### src/rtl/ota_bitstream_decimator_if.sv
// rtl/ota_bitstream_decimator_if.sv - density code handshake from decimator to digital core
interface ota_bitstream_decimator_if #(
  parameter int DATA_W = 9
);
  logic [DATA_W-1:0] out_data;
  logic              out_valid;
  logic              out_ready;

  modport master (output out_data, output out_valid, input out_ready);
  modport slave  (input out_data, input out_valid, output out_ready);
endinterface

### src/rtl/ota_bitstream_decimator.sv
// rtl/ota_bitstream_decimator.sv - synchronises the comparator bitstream and emits a ones-count per window
module ota_bitstream_decimator #(
  parameter int WIN_LOG2 = 8,
  parameter int DIV      = 4,
  parameter int DATA_W   = WIN_LOG2 + 1
) (
  input  logic clk,
  input  logic rst,
  input  logic en,
  input  logic bit_in,
  input  logic clr_ovr,
  output logic overrun,
  output logic busy,
  ota_bitstream_decimator_if.master out_if
);
  localparam int                  PRE_W    = (DIV > 1) ? $clog2(DIV) : 1;
  localparam logic [PRE_W-1:0]    PRE_LAST = PRE_W'(DIV - 1);
  localparam logic [WIN_LOG2-1:0] WIN_LAST = '1;

  typedef enum logic {IDLE = 1'b0, ACQ = 1'b1} state_t;

  state_t              state_q, state_d;
  logic                s1_q, s2_q;
  logic [PRE_W-1:0]    pre_q, pre_d;
  logic [WIN_LOG2-1:0] win_q, win_d;
  logic [DATA_W-1:0]   acc_q, acc_d;
  logic [DATA_W-1:0]   out_data_q, out_data_d;
  logic                out_valid_q, out_valid_d;
  logic                overrun_q, overrun_d;
  logic                busy_q, busy_d;
  logic [DATA_W-1:0]   result;
  logic                strobe, res_vld, drop;

  always_comb begin
    state_d = state_q;
    pre_d   = '0;
    win_d   = '0;
    acc_d   = '0;
    strobe  = 1'b0;
    res_vld = 1'b0;
    result  = acc_q + DATA_W'(s2_q);
    case (state_q)
      IDLE: if (en) state_d = ACQ;
      ACQ: begin
        // Dropping en abandons the partial window, even on its final strobe.
        if (!en) begin
          state_d = IDLE;
        end else begin
          strobe = (pre_q == PRE_LAST);
          pre_d  = strobe ? '0 : pre_q + 1'b1;
          win_d  = win_q;
          acc_d  = acc_q;
          if (strobe) begin
            if (win_q == WIN_LAST) begin
              res_vld = 1'b1;
              win_d   = '0;
              acc_d   = '0;
            end else begin
              win_d = win_q + 1'b1;
              acc_d = result;
            end
          end
        end
      end
      default: state_d = IDLE;
    endcase
    busy_d = (state_d == ACQ);

    drop        = res_vld & out_valid_q & ~out_if.out_ready;
    out_data_d  = out_data_q;
    out_valid_d = out_valid_q;
    if (res_vld && (!out_valid_q || out_if.out_ready)) begin
      out_data_d  = result;
      out_valid_d = 1'b1;
    end else if (!res_vld && out_valid_q && out_if.out_ready) begin
      out_valid_d = 1'b0;
    end
    overrun_d = (overrun_q & ~clr_ovr) | drop;
  end

  always_ff @(posedge clk) begin
    if (rst) begin
      state_q     <= IDLE;
      s1_q        <= 1'b0;
      s2_q        <= 1'b0;
      pre_q       <= '0;
      win_q       <= '0;
      acc_q       <= '0;
      out_data_q  <= '0;
      out_valid_q <= 1'b0;
      overrun_q   <= 1'b0;
      busy_q      <= 1'b0;
    end else begin
      state_q     <= state_d;
      s1_q        <= bit_in;
      s2_q        <= s1_q;
      pre_q       <= pre_d;
      win_q       <= win_d;
      acc_q       <= acc_d;
      out_data_q  <= out_data_d;
      out_valid_q <= out_valid_d;
      overrun_q   <= overrun_d;
      busy_q      <= busy_d;
    end
  end

  assign out_if.out_data  = out_data_q;
  assign out_if.out_valid = out_valid_q;
  assign overrun          = overrun_q;
  assign busy             = busy_q;
endmodule

### src/flat_wrapper.sv
// flat-port wrapper written by rule: the top's interface ports become plain ports
module ota_bitstream_decimator_flat 
#(
  parameter int WIN_LOG2 = 8,
  parameter int DIV      = 4,
  parameter int DATA_W   = WIN_LOG2 + 1
)
  (clk, rst, en, bit_in, clr_ovr, overrun, busy, out_if_out_data, out_if_out_valid, out_if_out_ready);
  ota_bitstream_decimator_if #(.DATA_W(DATA_W)) out_if_i ();
  input  logic clk;
  input  logic rst;
  input  logic en;
  input  logic bit_in;
  input  logic clr_ovr;
  output logic overrun;
  output logic busy;
  output wire logic [$bits(out_if_i.out_data)-1:0] out_if_out_data;
  output wire logic [$bits(out_if_i.out_valid)-1:0] out_if_out_valid;
  input wire logic [$bits(out_if_i.out_ready)-1:0] out_if_out_ready;
  assign out_if_out_data = out_if_i.out_data;
  assign out_if_out_valid = out_if_i.out_valid;
  assign out_if_i.out_ready = out_if_out_ready;
  ota_bitstream_decimator #(.WIN_LOG2(WIN_LOG2), .DIV(DIV), .DATA_W(DATA_W)) u_core (.clk(clk), .rst(rst), .en(en), .bit_in(bit_in), .clr_ovr(clr_ovr), .overrun(overrun), .busy(busy), .out_if(out_if_i));
endmodule
### config.mk
export PLATFORM = sky130hd
export DESIGN_NAME = ota_bitstream_decimator_flat
export DESIGN_NICKNAME = d
export VERILOG_FILES = /design/src/rtl/ota_bitstream_decimator_if.sv /design/src/rtl/ota_bitstream_decimator.sv /design/src/flat_wrapper.sv
export SDC_FILE = /design/constraint.sdc
export NUM_CORES = 1
export LEC_CHECK = 0
export CORE_UTILIZATION = 50
export DETAILED_ROUTE_END_ITERATION = 16
export HOLD_SLACK_MARGIN = 0.06
export PLACE_DENSITY = 0.73
export RECOVER_POWER = 100
export SYNTH_ARGS = -nofsm -noshare
export SYNTH_HDL_FRONTEND = slang
export SYNTH_SLANG_ARGS = --single-unit
export TNS_END_PERCENT = 1
### constraint.sdc
create_clock -name clk -period 2.1 [get_ports clk]
set_input_delay 0.42 -clock clk [delete_from_list [all_inputs] [get_ports clk]]
set_output_delay 0.42 -clock clk [all_outputs]
set_load 0.05 [all_outputs]
==> impl_metrics.toml, run 1 <==
[finish]
seqCellArea_sq_um = 661
area_delta_synth_final_pct = 17.9
drive_gt1_share_pct = 8.98
nets = 177
multi_input_area_sq_um = 714
antenna-diode-count = 0
post-route-util_pct = 65.2
n_fill_cell = 216

[synthesis]
syn-instance-count = 145
synth_adder_area_share_pct = 3.53
ys.flop_type = "dfxtp_1"
yosys.area_share.simple_pct = 24.1
synth_top_area_share_pct = 46.6
syn_nets = 155
synth_top_family_by_area = "simple AND/OR/NAND/NOR gates"
syn_area_sq_mm = 0.00142
synth_mux_area_share_pct = 1.41
yosysSeqAreaShare_pct = 46.6
synth_compound_area_share_pct = 14.3
yosys.area.top_type = "dfxtp_1"
synth-seq-cells = 33
synth_cell_type_count = 37
synth_edf_count = 0
synth-async-reset-ratio_pct = 0
synthTopCellsByArea = "dfxtp_1 47%, nor2_1 5.6%, xnor2_1 3.7%"
synth-xor-area-share_pct = 7.41
yosysWarnings = 0
avgSynthCellArea_sq_um = 9.79

[sta]
timing.slew.headroom_pct = 60.0
slew_viol_final = 0
tns_ns = 0
tightestPinTransition_ns = 0.601
final.period_utilization_pct = 93.7
setup_slack_ns = 0.133
finalClockSkew_ns = 0.0103
fin_crit_ns = 1.97
finalHoldViolCount = 0
max_freq_ghz = 0.508
rsz0062_at_grt = "no"
final-setup-viol-count = 0

[critical_path]
slowest_delay_ns = 0.88
critPathCaptureType = "output pin"
cp_cell_sequence = "dlygate4sd3_1"
path_buf_inv = 1
arrival_ns = 1.55
crit_family = "buffers and inverters"
slowest_stage = "dlygate4sd3_1"
critPathMaxFanout = 2
cp-start-kind = "flop"
critical_path_class = "reg -> out"
cp.required_ns = 1.68

[floorplanning]
num_rows = 18
die_w_microns = 55.3
io_pins = 18
dieArea_sq_mm = 0.00305
start_util_pct = 55.3
core_sq_mm = 0.00257
fp.dieH_microns = 55.3

[place]
portBuffers = 17
pre_cts_ws_ns = 0.112
hpwlAfterDp_mm = 1.87
place_congestion = 0.772

[route]
first_pass_iters = 4
via_per_inst = 5.61
wire_per_inst_microns = 12.9
met2_length_mm = 1.12
vias = 1105
ant_nets = 0
first_iter_violations = 33
dr_wl_met3_microns = 159
drt-total-wl_mm = 2.54
drcViolationCount = 0
highest_layer = "met4"
wl_met1_mm = 1.21

[grt]
grt_pass1_vias = 1003
grt.total_usage_pct = 18.5
grt_pass1_wl_mm = 4.42
grt_max_degree = 17
antenna_found_initial = 0
gr-total-overflow = 0

[clocking]
clock_sinks = 33
clk_pin_slew_ns = 0.10
clk_path_buf_depth = 2
cts_made_buffers = 5
cts_resized = 0
hold_buffers = 0
clk_latency_ns = 0.33
cts_tree = "yes"
cts_root_buf = "clkbuf_4"
postCtsSetupRepairBufs = 0
h-tree-depth = 2

[power_and_ir_drop]
p_leak_nw = 0.626
powerDensity_mw_per_mm2 = 609
peakVddDrop_v = 0.000555

[run_status]
status = "completed"

[run]
drv_cap = 0

[hold_path]
min_path_type = "reg -> reg"
-- per-layer routing --
| metal | vias up | GRT usage (%) |
|---|---|---|
| met5 | - | 0 |
| met4 | 0 | 9.64 |
| met3 | 7 | 5.15 |
| met2 | 33 | 27.7 |
| met1 | 503 | 24.3 |
| li1 | 562 | - |
-- cell type report --
class | instances | share of cell area, %
Multi-Input combinational cell | 105 | 42.7
Sequential cell | 33 | 39.5
Timing Repair Buffer | 21 | 12.0
Clock buffer | 7 | 3.29
Tap cell | 30 | 2.24
Inverter | 1 | 0.224
-- cell usage after synthesis, drive strengths merged (2+ instances only) --
| master | count |
|---|---|
| nand4 | 3 |
| nand2b | 3 |
| mux2i | 2 |
| nand2 | 8 |
| a31oi | 4 |
| a22o | 3 |
| nor2b | 4 |
| nand3b | 2 |
| a21oi | 5 |
| dfxtp | 33 |
| nor2 | 21 |
| nor3 | 2 |
| xnor2 | 6 |
| and3 | 2 |
| buf | 4 |
| a41oi | 2 |
| clkbuf | 2 |
| nand3 | 7 |
| ha | 4 |
| o21ai | 5 |
| xor2 | 6 |
| a211oi | 7 |
-- worst paths after layout --
kind	start	endpoint	slack, ns	depth (start not counted)
worst max-delay path	u_core.out_if.out_data[1]	out_if_out_data[1]	0.13	1
worst min-delay path	u_core.pre_q[0]	u_core.pre_q[0]	0.43	1
worst max register to register	u_core.pre_q[0]	u_core.out_if.out_data[1]	0.34	6
worst min register to register	u_core.pre_q[0]	u_core.pre_q[0]	0.43	1
-- cell usage in the layout (no fill, tap or decap), types with 5 or more instances in the layout --
cell type and count:
a21oi_1 5, nor2_1 21, dlygate4sd3_1 12, o21ai_0 5, nand3_1 7, a211oi_1 5, clkdlybuf4s50_1 5, clkbuf_4 5
xnor2_1 6, xor2_1 6, dfxtp_1 33, nand2_1 8
-- through the flow --
stage / power [mW] / instance area [sq um] / hold WS [ns] / cells
after floorplan: 0.659 / 1420 / 0.399 / 145
after global placement: 0.678 / 1630 / 0.409 / 190
after detailed placement: 0.678 / 1630 / 0.423 / 190
after CTS: 1.03 / 1690 / 0.436 / 197
after global routing: 1.06 / 1670 / 0.460 / 197
final: 1.02 / 1670 / 0.429 / 197
-- worst reg2reg max path, cell delays in order (launching register included) --
cell	delay (ns)
dfxtp_1	0.34
ha_1	0.34
nand4_4	0.20
nor4_4	0.34
buf_12	0.19
mux2i_1	0.18
nor2_1	0.05
-- sequential cells by signal, indices dropped and copies added (netlist names) --
register,cells
u_core.out_if.out_data,9
u_core.overrun,1
u_core.s1_q,1
u_core.acc_q,9
u_core.s2_q,1
u_core.out_if.out_valid,1
u_core.win_q,8
u_core.pre_q,2
u_core.busy,1
-- where the power goes --
part	internal, mW	switching (mW)
registers	0.629	0.00190
clock network	0.158	0.199
logic	0.0139	0.0164
-- logic make-up (layout without fill, tap and decap cells) --
family / after synthesis / after routing
buffers and inverters: 7 / 29
adder cells (fa/ha/maj): 4 / 4
multiplexers: 2 / 2
flip-flops: 33 / 33
XOR/XNOR: 12 / 12
AO/OA/AOI/OAI: 28 / 28
AND/OR/NAND/NOR: 59 / 59
No activity file was read; power rests on OpenSTA's default activity.
==> run 2, diff against run 1 <==
Settings changed: CAP_MARGIN from default to 20.
==> results of run 2 <==
The final DEF is identical to that of run 1; final timing and power are the same.
